--- config.mk ---
export PLATFORM = sky130hd
export DESIGN_NAME = blackparrot_fpga_host_axil_nbf
export DESIGN_NICKNAME = d
export VERILOG_FILES = /design/src/rtl/blackparrot_fpga_host_pkg.sv /design/src/rtl/blackparrot_fpga_host_fifo_arst.sv /design/src/rtl/blackparrot_fpga_host_axil_nbf.sv
export SDC_FILE = /design/constraint.sdc
export NUM_CORES = 1
export LEC_CHECK = 0
export BUFFER_PORTS_ARGS = -buffer_cell sky130_fd_sc_hd__buf_2
export CORE_ASPECT_RATIO = 1.4
export CORE_MARGIN = 2
export CORE_UTILIZATION = 35
export CTS_BUF_LIST = sky130_fd_sc_hd__clkbuf_4 sky130_fd_sc_hd__clkbuf_8
export DETAILED_ROUTE_END_ITERATION = 7
export GPL_TIMING_DRIVEN = 0
export PLACE_DENSITY = 0.64
export SETUP_SLACK_MARGIN = 0.4
export SLEW_MARGIN = 10
export SYNTH_ARGS = -nofsm -noshare
export SYNTH_HDL_FRONTEND = slang
export SYNTH_HIERARCHICAL = 1
export SYNTH_SLANG_ARGS = --single-unit
--- constraint.sdc ---
create_clock -name s_axil_aclk -period 4.6 [get_ports s_axil_aclk]
set_input_delay 0.23 -clock s_axil_aclk [delete_from_list [all_inputs] [get_ports s_axil_aclk]]
set_output_delay 0.23 -clock s_axil_aclk [all_outputs]
set_load 0.02 [all_outputs]
--- src/rtl/blackparrot_fpga_host_pkg.sv ---
// Shared definitions for the BlackParrot FPGA host NBF loader.
// Holds the AXI-Lite register offsets (decoded on addr[3:0]), the AXI
// response encodings and the write/read channel state types.
package blackparrot_fpga_host_pkg;

  // Register offsets within the 16-byte window
  localparam logic [3:0] REG_NBF_DATA  = 4'h0;
  localparam logic [3:0] REG_FIFO_FREE = 4'h4;
  localparam logic [3:0] REG_WORDS_IN  = 4'h8;
  localparam logic [3:0] REG_WORDS_OUT = 4'hC;

  // AXI response encodings
  localparam logic [1:0] AXI_RESP_OKAY   = 2'b00;
  localparam logic [1:0] AXI_RESP_SLVERR = 2'b10;

  typedef enum logic {
    e_w_idle,
    e_w_resp
  } w_state_e;

  typedef enum logic {
    e_r_idle,
    e_r_resp
  } r_state_e;

endpackage

--- src/rtl/blackparrot_fpga_host_fifo_arst.sv ---
// Generic width_p x els_p FIFO with asynchronous active-low reset.
// The head word sits in an output register (data_o); the remaining words
// live in an array with a registered read into that head register.
// data_o holds its last value while the FIFO is empty.
// Ports:
//   clk, rst_n        clock, async active-low reset
//   v_i/ready_o/data_i  input side; a push occurs when v_i & ready_o
//   v_o/yumi_i/data_o   output side; yumi_i pops the head (only when v_o)
//   count_o           current occupancy, 0..els_p
module blackparrot_fpga_host_fifo_arst
#(
  parameter int width_p = 32,
  parameter int els_p   = 16
)
(
  input  logic                       clk,
  input  logic                       rst_n,
  input  logic                       v_i,
  output logic                       ready_o,
  input  logic [width_p-1:0]         data_i,
  output logic                       v_o,
  input  logic                       yumi_i,
  output logic [width_p-1:0]         data_o,
  output logic [$clog2(els_p+1)-1:0] count_o
);

  localparam int ptr_w = $clog2(els_p);
  localparam int cnt_w = $clog2(els_p+1);

  logic [width_p-1:0] mem [els_p];

  logic [ptr_w-1:0]   rd_ptr_reg, rd_ptr_next;
  logic [ptr_w-1:0]   wr_ptr_reg, wr_ptr_next;
  logic [cnt_w-1:0]   count_reg, count_next;
  logic               valid_reg, valid_next;
  logic [width_p-1:0] data_reg, data_next;
  logic               mem_we;
  logic               push, pop, mem_empty;

  assign ready_o = (count_reg != cnt_w'(els_p));
  assign v_o     = valid_reg;
  assign data_o  = data_reg;
  assign count_o = count_reg;

  assign push = v_i & ready_o;
  assign pop  = yumi_i & valid_reg;
  // Array holds at most els_p-1 words (head is in data_reg), so equal
  // pointers can only mean the array is empty.
  assign mem_empty = (rd_ptr_reg == wr_ptr_reg);

  always_comb begin
    valid_next  = valid_reg;
    data_next   = data_reg;
    rd_ptr_next = rd_ptr_reg;
    wr_ptr_next = wr_ptr_reg;
    mem_we      = 1'b0;
    count_next  = count_reg;

    if (!valid_reg) begin
      if (push) begin
        data_next  = data_i;
        valid_next = 1'b1;
      end
    end else if (pop) begin
      if (mem_empty) begin
        // Head leaves; an incoming word becomes the new head directly
        if (push) data_next = data_i;
        else      valid_next = 1'b0;
      end else begin
        data_next   = mem[rd_ptr_reg];
        rd_ptr_next = rd_ptr_reg + 1'b1;
        if (push) begin
          mem_we      = 1'b1;
          wr_ptr_next = wr_ptr_reg + 1'b1;
        end
      end
    end else if (push) begin
      mem_we      = 1'b1;
      wr_ptr_next = wr_ptr_reg + 1'b1;
    end

    case ({push, pop})
      2'b10:   count_next = count_reg + cnt_w'(1);
      2'b01:   count_next = count_reg - cnt_w'(1);
      default: count_next = count_reg;
    endcase
  end

  always_ff @(posedge clk) begin
    if (mem_we) mem[wr_ptr_reg] <= data_i;
  end

  always_ff @(posedge clk or negedge rst_n) begin
    if (!rst_n) begin
      rd_ptr_reg <= '0;
      wr_ptr_reg <= '0;
      count_reg  <= '0;
      valid_reg  <= 1'b0;
      data_reg   <= '0;
    end else begin
      rd_ptr_reg <= rd_ptr_next;
      wr_ptr_reg <= wr_ptr_next;
      count_reg  <= count_next;
      valid_reg  <= valid_next;
      data_reg   <= data_next;
    end
  end

endmodule

--- src/rtl/blackparrot_fpga_host_axil_nbf.sv ---
// AXI-Lite subordinate that accepts host MMIO writes of serialized NBF words,
// buffers them in a FIFO and streams them out over a valid/ready-and port.
// Read-only status: FIFO_FREE, WORDS_IN, WORDS_OUT.
// Ports:
//   s_axil_*        AXI-Lite subordinate (AW/W/B write, AR/R read)
//   nbf_v_o/nbf_data_o/nbf_ready_and_i  NBF word stream to the deserializer
module blackparrot_fpga_host_axil_nbf
  import blackparrot_fpga_host_pkg::*;
#(
  parameter int S_AXIL_ADDR_WIDTH = 32,
  parameter int S_AXIL_DATA_WIDTH = 32,
  parameter int fifo_data_width_p = 32,
  parameter int fifo_els_p        = 16
)
(
  input  logic                           s_axil_aclk,
  input  logic                           s_axil_aresetn,
  input  logic [S_AXIL_ADDR_WIDTH-1:0]   s_axil_awaddr,
  input  logic [2:0]                     s_axil_awprot,
  input  logic                           s_axil_awvalid,
  output logic                           s_axil_awready,
  input  logic [S_AXIL_DATA_WIDTH-1:0]   s_axil_wdata,
  input  logic [S_AXIL_DATA_WIDTH/8-1:0] s_axil_wstrb,
  input  logic                           s_axil_wvalid,
  output logic                           s_axil_wready,
  output logic [1:0]                     s_axil_bresp,
  output logic                           s_axil_bvalid,
  input  logic                           s_axil_bready,
  input  logic [S_AXIL_ADDR_WIDTH-1:0]   s_axil_araddr,
  input  logic [2:0]                     s_axil_arprot,
  input  logic                           s_axil_arvalid,
  output logic                           s_axil_arready,
  output logic [S_AXIL_DATA_WIDTH-1:0]   s_axil_rdata,
  output logic [1:0]                     s_axil_rresp,
  output logic                           s_axil_rvalid,
  input  logic                           s_axil_rready,
  output logic                           nbf_v_o,
  output logic [fifo_data_width_p-1:0]   nbf_data_o,
  input  logic                           nbf_ready_and_i
);

  localparam int cnt_w = $clog2(fifo_els_p+1);

  logic       clk, rst_n;
  assign clk   = s_axil_aclk;
  assign rst_n = s_axil_aresetn;

  // Protection bits and undecoded address bits carry no meaning here
  logic unused_ok;
  assign unused_ok = ^{s_axil_awprot, s_axil_arprot, s_axil_awaddr, s_axil_araddr};

  w_state_e   w_state_reg, w_state_next;
  r_state_e   r_state_reg, r_state_next;
  logic [1:0] bresp_reg, bresp_next;
  logic [1:0] rresp_reg, rresp_next;
  logic [S_AXIL_DATA_WIDTH-1:0] rdata_reg, rdata_next;
  logic [31:0] words_in_reg, words_out_reg;

  logic [3:0]       wr_off, rd_off;
  logic             wr_is_data;
  logic             aw_hs, ar_hs, push, pop;
  logic             fifo_ready;
  logic [cnt_w-1:0] fifo_count;
  logic [31:0]      fifo_free;

  assign wr_off     = s_axil_awaddr[3:0];
  assign rd_off     = s_axil_araddr[3:0];
  assign wr_is_data = (wr_off == REG_NBF_DATA);

  // AW and W are taken together; a full FIFO only back-pressures data writes.
  // The rst_n term keeps the readies low while reset is held.
  assign aw_hs = rst_n && (w_state_reg == e_w_idle) && s_axil_awvalid && s_axil_wvalid
                 && !(wr_is_data && !fifo_ready);
  assign s_axil_awready = aw_hs;
  assign s_axil_wready  = aw_hs;

  assign push = aw_hs && wr_is_data && (s_axil_wstrb == 4'hF);
  assign pop  = nbf_v_o && nbf_ready_and_i;

  assign s_axil_bvalid = (w_state_reg == e_w_resp);
  assign s_axil_bresp  = bresp_reg;

  assign s_axil_arready = rst_n && (r_state_reg == e_r_idle);
  assign ar_hs          = s_axil_arready && s_axil_arvalid;
  assign s_axil_rvalid  = (r_state_reg == e_r_resp);
  assign s_axil_rdata   = rdata_reg;
  assign s_axil_rresp   = rresp_reg;

  assign fifo_free = 32'(fifo_els_p) - 32'(fifo_count);

  // Write channel
  always_comb begin
    w_state_next = w_state_reg;
    bresp_next   = bresp_reg;
    case (w_state_reg)
      e_w_idle: begin
        if (aw_hs) begin
          w_state_next = e_w_resp;
          bresp_next   = push ? AXI_RESP_OKAY : AXI_RESP_SLVERR;
        end
      end
      e_w_resp: begin
        if (s_axil_bready) w_state_next = e_w_idle;
      end
      default: w_state_next = e_w_idle;
    endcase
  end

  // Read channel; status is sampled in the AR handshake cycle
  always_comb begin
    r_state_next = r_state_reg;
    rdata_next   = rdata_reg;
    rresp_next   = rresp_reg;
    case (r_state_reg)
      e_r_idle: begin
        if (ar_hs) begin
          r_state_next = e_r_resp;
          rresp_next   = AXI_RESP_OKAY;
          case (rd_off)
            REG_NBF_DATA:  rdata_next = '0;
            REG_FIFO_FREE: rdata_next = fifo_free;
            REG_WORDS_IN:  rdata_next = words_in_reg;
            REG_WORDS_OUT: rdata_next = words_out_reg;
            default: begin
              rdata_next = '0;
              rresp_next = AXI_RESP_SLVERR;
            end
          endcase
        end
      end
      e_r_resp: begin
        if (s_axil_rready) r_state_next = e_r_idle;
      end
      default: r_state_next = e_r_idle;
    endcase
  end

  always_ff @(posedge clk or negedge rst_n) begin
    if (!rst_n) begin
      w_state_reg   <= e_w_idle;
      r_state_reg   <= e_r_idle;
      bresp_reg     <= AXI_RESP_OKAY;
      rresp_reg     <= AXI_RESP_OKAY;
      rdata_reg     <= '0;
      words_in_reg  <= '0;
      words_out_reg <= '0;
    end else begin
      w_state_reg <= w_state_next;
      r_state_reg <= r_state_next;
      bresp_reg   <= bresp_next;
      rresp_reg   <= rresp_next;
      rdata_reg   <= rdata_next;
      if (push) words_in_reg  <= words_in_reg + 32'd1;
      if (pop)  words_out_reg <= words_out_reg + 32'd1;
    end
  end

  blackparrot_fpga_host_fifo_arst #(
    .width_p (fifo_data_width_p),
    .els_p   (fifo_els_p)
  ) nbf_fifo (
    .clk     (clk),
    .rst_n   (rst_n),
    .v_i     (push),
    .ready_o (fifo_ready),
    .data_i  (s_axil_wdata),
    .v_o     (nbf_v_o),
    .yumi_i  (pop),
    .data_o  (nbf_data_o),
    .count_o (fifo_count)
  );

endmodule

==> summary.txt, run 1 <==
STA
  – Worst hold margin: about 0.054 ns
  – Slew headroom: approximately a quarter
  – Final count of pins violating max slew: 0
  – Count of final setup violators: 0
  – Final Cycle Share: between 80% and 90%
  – Endpoints failing hold: 0
  – Accumulated negative setup slack: 0 ns
  – PnR worst setup slack: between 0.5 and 0.6 ns
  – Setup repair after global routing missed its margin: no
  – Pin slew with the least headroom to its limit: 1.14 ns
  – Final critical delay including setup and external delays: just over 4 ns
  – Achievable clock frequency: 248 MHz
  – Post-route clock skew: ~0.038 ns

Critical path
  – Origin of the worst setup path: nbf_fifo/count_o[2]
  – Crit Reg-Reg Endpoint: nbf_fifo/count_o[4]
  – Reg2Reg Launch Point: nbf_fifo/count_o[2]
  – Chain of cells forming the critical path: clkbuf_4 > nor4_4 > nand2_1 > nand3_1 > nor4_4 > buf_6 > inv_1 > a21o_1 > buf_4 > buf_4 > ha_1 > clkbuf_2 > xor2_1 > ha_1 > or3b_2 > a211oi_1 > o21bai_1 > xnor2_1
  – Cell count along the critical path: 18
  – Endpoint required time on the critical path: about 5.2 ns
  – WP buf/inv: 6
  – Worst setup endpoint: nbf_fifo/count_o[4]
  – Type of the setup path with the least slack: flip-flop to flip-flop
  – Worst-case reg-to-reg path depth: 18
  – Register-to-register path setup slack: ~0.56 ns
  – Critical Path Slowest Stage Cell: sky130_fd_sc_hd__or3b_2
  – Crit-path max cell delay: 0.44 ns
  – Top Family by Delay on Critical Path: simple AND/OR/NAND/NOR gates
  – Nature of the critical path startpoint: flip-flop
  – Highest fanout seen on the critical path: 11
  – Crit path capture type: flip-flop
  – Data arrival, critical path: 4.64 ns

Power and ir drop
  – Internal power contribution: approximately 9.2 mW
  – Fraction of power spent switching nets: 21.7%
  – Part of the power in the clock network: between 40% and 50%
  – Power share of the combinational group: 2.4%
  – Relative contribution of sequential cells to total power: between 50% and 60%
  – Switching component of the power: approximately 2.5 mW
  – Maximum ir drop on the vdd rail: ~250 uV
  – Pwr/cell area: between 300 and 400 nW/um2
  – Static Leak: 11.2 nW

Floorplan
  – Number of rows in the core area: 120
  – Area of the die: around 80000 um2
  – Placeable Area: roughly 77000 um2
  – Initial core utilization: a little over a third
  – Die Y-Extent: roughly 330 um
  – Die span in x: approximately 240 um
  – Boundary pin count: 188

Synth
  – Number of different library cells in the post-synthesis netlist: 62
  – Mapped Cells: between 1500 and 2000
  – Most frequently used flop master after synthesis: sky130_fd_sc_hd__edfxtp_1
  – Commonest cells in the netlist: 512 x sky130_fd_sc_hd__edfxtp_1, 146 x sky130_fd_sc_hd__dfrtp_1, 140 x sky130_fd_sc_hd__mux2i_1
  – Top cells by area, synth: sky130_fd_sc_hd__edfxtp_1 57%, sky130_fd_sc_hd__dfrtp_1 13%, sky130_fd_sc_hd__mux4_2 5.3%
  – Area leader, netlist: sky130_fd_sc_hd__edfxtp_1
  – Proportion of netlist area held by the largest area contributor: between 50% and 60%
  – Warnings from Yosys: 6
  – Post-synth EDFFs: just over 500
  – Total standard cell area after synthesis: 27100 um2
  – Avg Synthesized Cell Area: 16.3 um2
  – Flops & latches, synth: 658
  – Share of flip-flops with an asynchronous set or reset: roughly 22%
  – Top-count cell post-synth: sky130_fd_sc_hd__edfxtp_1
  – Portion of the post-synthesis area used by sequential elements: a little over two thirds

Detailed routing
  – Vias: around 16000
  – Detailed router's first-iteration violation count: ~1300
  – Average wire per cell in the routed design: ~24 um
  – Remaining antenna violation count: 0
  – First drt pass iteration count: 6
  – Routed vias/inst: about 5.5
  – Drc violations: 0
  – Final routed wirelength across all metal layers: about 73000 um

CTS
  – Buffer cell driving the clock tree root: sky130_fd_sc_hd__clkbuf_8
  – TritonCTS Buffers: 100
  – Clock-pin slew of the registers on the worst-case setup and hold paths: roughly 0.060 ns
  – Clock Path Buffers: 3
  – CTS tree: yes
  – Later-pin clock latency in the skew report: roughly 0.73 ns
  – CTS sink count: 658
  – Number of levels the H-tree was split into: 3

Finish
  – Sequential cell area in the final layout: approximately 19000 um2
  – Number of flip-flops under the largest register name: around 510
  – Area occupied by multi-input gates: 7540 um2
  – Layout-stage area growth over the synthesis result: 17.9%
  – Top register by number of flip-flops: nbf_fifo/mem
  – FILL cells: roughly 6900
  – Final #Nets: approximately 2100
  – Share of final-layout standard cells stronger than drive strength 1: 23.8%

Place
  – Worst setup slack after placement: around 0.34 ns
  – Weighted congestion at the end of routability-driven global placement: between 0.8 and 0.9
  – Detailed Place HPWL: 47700 um
  – Quantity of I/O buffers inserted on ports: 121

Worst hold path
  – Class of the worst hold path: primary input to asynchronous set/reset pin

Run
  – Max-cap viol count: 0

Global routing
  – Grt ovf: 0
  – Number of global-route vias before repair: approximately 17000
  – First-pass GRT wire length: ~110000 um
  – Largest net degree at the start of global routing: 79
  – Overall fraction of global-route tracks in use: a little under a fifth
  – Number of antenna violations at the first check in global routing: 1

Outcome
  – Run status: finished, final reports clean
cells in the final DEF, fill, tap and decap left out, types with 11 or more instances in the layout:
master / n
sky130_fd_sc_hd__nand3_1: 24
sky130_fd_sc_hd__clkbuf_4: 36
sky130_fd_sc_hd__clkinv_2: 14
sky130_fd_sc_hd__o21ai_0: 42
sky130_fd_sc_hd__a21oi_1: 14
sky130_fd_sc_hd__nand4_1: 19
sky130_fd_sc_hd__dfrtp_1: 146
sky130_fd_sc_hd__a211oi_1: 22
sky130_fd_sc_hd__nand2_1: 86
sky130_fd_sc_hd__buf_2: 155
sky130_fd_sc_hd__buf_12: 13
sky130_fd_sc_hd__ha_1: 11
sky130_fd_sc_hd__clkbuf_1: 48
sky130_fd_sc_hd__clkinv_1: 16
sky130_fd_sc_hd__nor2_1: 38
sky130_fd_sc_hd__mux2i_1: 140
sky130_fd_sc_hd__xnor2_1: 47
sky130_fd_sc_hd__a22oi_1: 69
sky130_fd_sc_hd__clkbuf_8: 108
sky130_fd_sc_hd__nor2b_1: 30
sky130_fd_sc_hd__and3_2: 14
sky130_fd_sc_hd__edfxtp_1: 512
sky130_fd_sc_hd__a221oi_1: 59
sky130_fd_sc_hd__inv_1: 18
sky130_fd_sc_hd__o22ai_1: 33
sky130_fd_sc_hd__buf_4: 18
sky130_fd_sc_hd__o21ai_1: 26
sky130_fd_sc_hd__xor2_1: 30
sky130_fd_sc_hd__o21a_1: 32
sky130_fd_sc_hd__mux4_2: 64
sky130_fd_sc_hd__dlygate4sd3_1: 47
sky130_fd_sc_hd__and3_1: 12
worst min path at each step:
stage                         startpoint                   to  cells past startpoint
after floorplan           s_axil_aresetn  nbf_fifo/count_o[0]                      0
after CTS                 s_axil_aresetn     s_axil_rdata[11]                      2
final                     s_axil_aresetn     s_axil_rdata[16]                      2
after detailed placement  s_axil_aresetn     s_axil_rdata[16]                      1
after global placement     s_axil_rready        s_axil_rvalid                      2
after global routing      s_axil_aresetn     s_axil_rdata[11]                      2
kinds of logic (layout without fill, tap and decap cells):
group | after synthesis | in the layout | synth area share, %
AND/OR/NAND/NOR | 267 | 267 | 5.38
AO/OA/AOI/OAI | 309 | 309 | 8.15
other | 1 | 4 | 0.0138
adder cells (fa/ha/maj) | 11 | 11 | 0.508
buffers and inverters | 123 | 501 | 2.17
multiplexers | 214 | 214 | 10.9
XOR/XNOR | 80 | 80 | 2.71
flip-flops | 658 | 658 | 70.2
routing by layer:
layer / up-vias / share of wire, % / GRT usage (%) / wire (um)
met2: 693 / 52 / 32.4 / 37500
met5: - / 0 / 0 / 0
met4: 0 / 4.9 / 9.38 / 3570
met3: 186 / 6.3 / 3.12 / 4580
met1: 8451 / 37 / 20.8 / 26900
li1: 7144 / - / - / -
per-stage QoR:
| step | cell area, um2 | std cells | power, mW | util [%] |
|---|---|---|---|---|
| 6_report | 32000 | 3020 | 11.7 | 41.8 |
| 5_1_grt | 32000 | 3019 | 12.1 | 41.8 |
| 4_1_cts | 31900 | 3012 | 11.9 | 41.7 |
| 3_5_place_dp | 29400 | 2780 | 6.84 | 38.4 |
| 3_3_place_gp | 29000 | 2761 | 6.82 | 37.8 |
| 2_1_floorplan | 27100 | 1664 | 6.67 | - |
area by class of cell:
type | count | area share, %
multi-input cells | 883 | 23.6
diodes | 2 | 0.0157
plain buffers | 105 | 1.65
flip-flops and latches | 658 | 59.5
well taps | 976 | 3.82
repair buffers | 193 | 4.74
clock inverters | 42 | 1.01
inverters | 18 | 0.211
clock buffers | 143 | 5.47
timing repair:
action | CTS | global route
resized for setup | 1 | 3
hold buffers | 47 | 0
endpoints found under the hold margin | 695 | 0
setup endpoints to repair | 1 | 1
pin swaps | 0 | 1
buffers inserted | 0 | 6
power groups by stage:
stage	combinational (mW)	sequential [mW]	clock, mW
CTS	0.287	6.47	5.10
finish	0.285	6.47	4.97
global placement	0.238	6.59	0
global route	0.311	6.46	5.36
floorplan	0.0635	6.60	0
detailed placement	0.254	6.59	0
Note: power is estimated with default switching activity, not from simulation.
==> run 2: changes to the inputs <==
Settings changed: CAP_MARGIN set to 0, SYNTH_HIERARCHICAL 1 to unset.
==> summary.txt, run 2 <==
Detailed routing
  – Final routed wirelength across all metal layers: 62800 um (-13%)
  – Average wire per cell in the routed design: 22.7 um (-5.5%)
  – Remaining antenna violation count: 0 (unchanged)
  – Routed vias/inst: 5.22 (-4.3%)
  – Detailed router's first-iteration violation count: 1064 (-19%)
  – First drt pass iteration count: 7 (+1)
  – Vias: 14500 (-12%)
  – Drc violations: 0 (unchanged)

Power and ir drop
  – Relative contribution of sequential cells to total power: 50.4% (-4.8 points)
  – Internal power contribution: 9.93 mW (+8.3%)
  – Switching component of the power: 3.08 mW (+21%)
  – Part of the power in the clock network: 38.9% (-3.5 points)
  – Power share of the combinational group: 10.6% (+8.2 points)
  – Fraction of power spent switching nets: 23.7% (+1.9 points)
  – Static Leak: 10.9 nW (-2.1%)
  – Maximum ir drop on the vdd rail: 250 uV (+0.33%)
  – Pwr/cell area: 420 nW/um2 (+14%)

Floorplan
  – Placeable Area: 73800 um2 (-3.6%)
  – Number of rows in the core area: 118 (-1.7%)
  – Area of the die: 76500 um2 (-4.1%)
  – Die span in x: 234 um (-2.0%)
  – Initial core utilization: 35.2% (-0.19 points)
  – Die Y-Extent: 326 um (-2.1%)
  – Boundary pin count: 188 (unchanged)

Synth
  – Area leader, netlist: sky130_fd_sc_hd__edfxtp_1
  – Portion of the post-synthesis area used by sequential elements: 73.2% (+3.0 points)
  – Number of different library cells in the post-synthesis netlist: 54 (-13%)
  – Top cells by area, synth: sky130_fd_sc_hd__edfxtp_1 59%, sky130_fd_sc_hd__dfrtp_1 14%, sky130_fd_sc_hd__mux4_2 11%
  – Mapped Cells: 1418 (-15%)
  – Top-count cell post-synth: sky130_fd_sc_hd__edfxtp_1
  – Commonest cells in the netlist: 512 x sky130_fd_sc_hd__edfxtp_1, 146 x sky130_fd_sc_hd__dfrtp_1, 128 x sky130_fd_sc_hd__mux4_2
  – Most frequently used flop master after synthesis: sky130_fd_sc_hd__edfxtp_1
  – Total standard cell area after synthesis: 26000 um2 (-4.1%)
  – Proportion of netlist area held by the largest area contributor: 59.1% (+2.4 points)
  – Flops & latches, synth: 658 (unchanged)
  – Avg Synthesized Cell Area: 18.3 um2 (+12%)
  – Post-synth EDFFs: 512 (unchanged)
  – Warnings from Yosys: 0 (-6)
  – Share of flip-flops with an asynchronous set or reset: 22.2% (unchanged)

CTS
  – Clock-pin slew of the registers on the worst-case setup and hold paths: 0.06 ns (about the same)
  – Later-pin clock latency in the skew report: 0.72 ns (about the same)
  – Number of levels the H-tree was split into: 3 (unchanged)
  – CTS tree: yes
  – Clock Path Buffers: 3 (unchanged)
  – Buffer cell driving the clock tree root: sky130_fd_sc_hd__clkbuf_8
  – CTS sink count: 658 (unchanged)
  – TritonCTS Buffers: 98 (-2.0%)

Critical path
  – Type of the setup path with the least slack: flip-flop to flip-flop
  – Nature of the critical path startpoint: flip-flop
  – Data arrival, critical path: 4.36 ns (-0.28 ns)
  – Crit path capture type: flip-flop
  – Highest fanout seen on the critical path: 10 (-1)
  – Endpoint required time on the critical path: 5.02 ns (-0.18 ns)

STA
  – Achievable clock frequency: 254 MHz (+2.4%)
  – Accumulated negative setup slack: 0 ns (unchanged)
  – Slew headroom: 31.2% (+7.9 points)
  – Setup repair after global routing missed its margin: yes
  – Final critical delay including setup and external delays: 3.94 ns (-0.0933 ns)
  – Pin slew with the least headroom to its limit: 1.03 ns (-0.110 ns)
  – Count of final setup violators: 0 (unchanged)
  – Endpoints failing hold: 0 (unchanged)
  – PnR worst setup slack: 0.655 ns (+0.0933 ns)
  – Final count of pins violating max slew: 0 (unchanged)
  – Post-route clock skew: 0.0401 ns (+0.00215 ns)
  – Final Cycle Share: 85.8% (-2.0 points)

Place
  – Worst setup slack after placement: 0.0823 ns (-0.260 ns)
  – Detailed Place HPWL: 41800 um (-12%)
  – Placed Cells incl. Taps: 2539 (-8.7%)
  – Quantity of I/O buffers inserted on ports: 122 (+0.83%)
  – Weighted congestion at the end of routability-driven global placement: 0.764 (-8.3%)

Finish
  – Share of final-layout standard cells stronger than drive strength 1: 29.8% (+6.0 points)
  – Commonest non-fill, non-tap cell in the layout: sky130_fd_sc_hd__edfxtp_1
  – Layout-stage area growth over the synthesis result: 19.2%
  – Finished Layout Cells: 2768 (-8.3%)
  – Highest-count cells in the layout ignoring fill and taps: 512 x sky130_fd_sc_hd__edfxtp_1, 146 x sky130_fd_sc_hd__dfrtp_1, 138 x sky130_fd_sc_hd__buf_2
  – Top register by number of flip-flops: nbf_fifo.mem
  – Number of flip-flops under the largest register name: 512 (unchanged)
  – Final #Nets: 1852 (-11%)

Worst hold path
  – Class of the worst hold path: primary input to asynchronous set/reset pin

Run
  – Max-cap viol count: 0 (unchanged)

Global routing
  – Number of global-route vias before repair: 15300 (-11%)
  – Number of antenna violations at the first check in global routing: 3 (+2)
  – Overall fraction of global-route tracks in use: 16.6% (-1.6 points)
  – Largest net degree at the start of global routing: 95 (+20%)
  – First-pass GRT wire length: 94000 um (-12%)
  – Grt ovf: 0 (unchanged)

Outcome
  – Run status: finished, final reports clean
==> run 2: critical path: stages, from the launching register on <==
cell	delay (ns)
sky130_fd_sc_hd__dfrtp_1	0.32
sky130_fd_sc_hd__clkbuf_1	0.32
sky130_fd_sc_hd__inv_1	0.08
sky130_fd_sc_hd__ha_1	0.21
sky130_fd_sc_hd__nor3b_1	0.15
sky130_fd_sc_hd__ha_1	0.27
sky130_fd_sc_hd__nor4b_4	0.40
sky130_fd_sc_hd__buf_4	0.27
sky130_fd_sc_hd__o211ai_1	0.29
sky130_fd_sc_hd__nor4_2	0.66
sky130_fd_sc_hd__buf_4	0.30
sky130_fd_sc_hd__buf_4	0.19
sky130_fd_sc_hd__buf_4	0.19
==> run 2: stage by stage <==
stage	instance area [um2]	power, mW	utilization (%)	hold WS [ns]
after floorplan	26000	7.62	-	-0.0656
after global placement	27800	8.04	37.7	0.414
after detailed placement	28400	8.07	38.4	0.241
after CTS	31000	13.1	42.0	0.0459
after global routing	31000	13.5	42.0	0.110
final	31000	13.0	42.0	0.0759
==> run 2: cell type report <==
cell class                 instances  area (um2)
timing repair buffer             206        1580
fill                            6557       42800
antenna                            2        5.00
clock buffer                     141        1760
multi-input combinational        658        6630
buffer                            82         355
tap                              960        1200
clock inverter                    40         362
inverter                          21        78.8
sequential                       658       19000
==> run 2: what timing repair did <==
action,in CTS,in global routing
endpoints found under the hold margin,605,0
buffers inserted,5,0
setup endpoints to repair,125,185
pin swaps,1,0
hold buffers,41,0
resized for setup,1,5
==> run 2: kinds of logic (layout without fill, tap and decap cells) <==
logic type / after synthesis / count (layout) / synth area share (%)
flops: 658 / 658 / 73.2
simple gates: 233 / 233 / 4.80
compound gates: 195 / 195 / 5.62
mux: 135 / 135 / 11.4
buf+inv: 103 / 490 / 1.67
xor+xnor: 80 / 80 / 2.69
fa+ha+maj: 13 / 13 / 0.626
other cells: 1 / 4 / 0.0144
==> run 2: per-layer routing <==
layer | part of all wire, % | GRT usage (%)
met4 | 2.2 | 5.48
met3 | 5.3 | 3.05
met5 | 0.021 | 0
met2 | 54 | 30.4
met1 | 39 | 19.3
==> run 2: final timing paths <==
check	start	endpoint	slack, ns	cells after the start
min in group s_axil_aclk	s_axil_arvalid	s_axil_rdata[2]	0.10	4
max in group asynchronous	s_axil_aresetn	words_in_reg[1]	3.63	3
worst min register to register	s_axil_rdata[8]	s_axil_rdata[8]	0.47	2
worst max register to register	nbf_fifo.count_o[1]	nbf_fifo.mem[1][15]	0.66	12
worst max-delay path	nbf_fifo.count_o[1]	nbf_fifo.mem[1][15]	0.66	12
worst min-delay path	s_axil_aresetn	nbf_fifo.data_o[11]	0.08	2
==> run 2: power by group through the flow <==
| stage | sequential [mW] | clock [mW] | combinational, mW |
|---|---|---|---|
| 2_1_floorplan | 6.76 | 0 | 0.863 |
| 3_3_place_gp | 6.68 | 0 | 1.36 |
| 3_5_place_dp | 6.68 | 0 | 1.39 |
| 4_1_cts | 6.56 | 5.16 | 1.42 |
| 5_1_grt | 6.57 | 5.42 | 1.50 |
| 6_report | 6.56 | 5.07 | 1.39 |
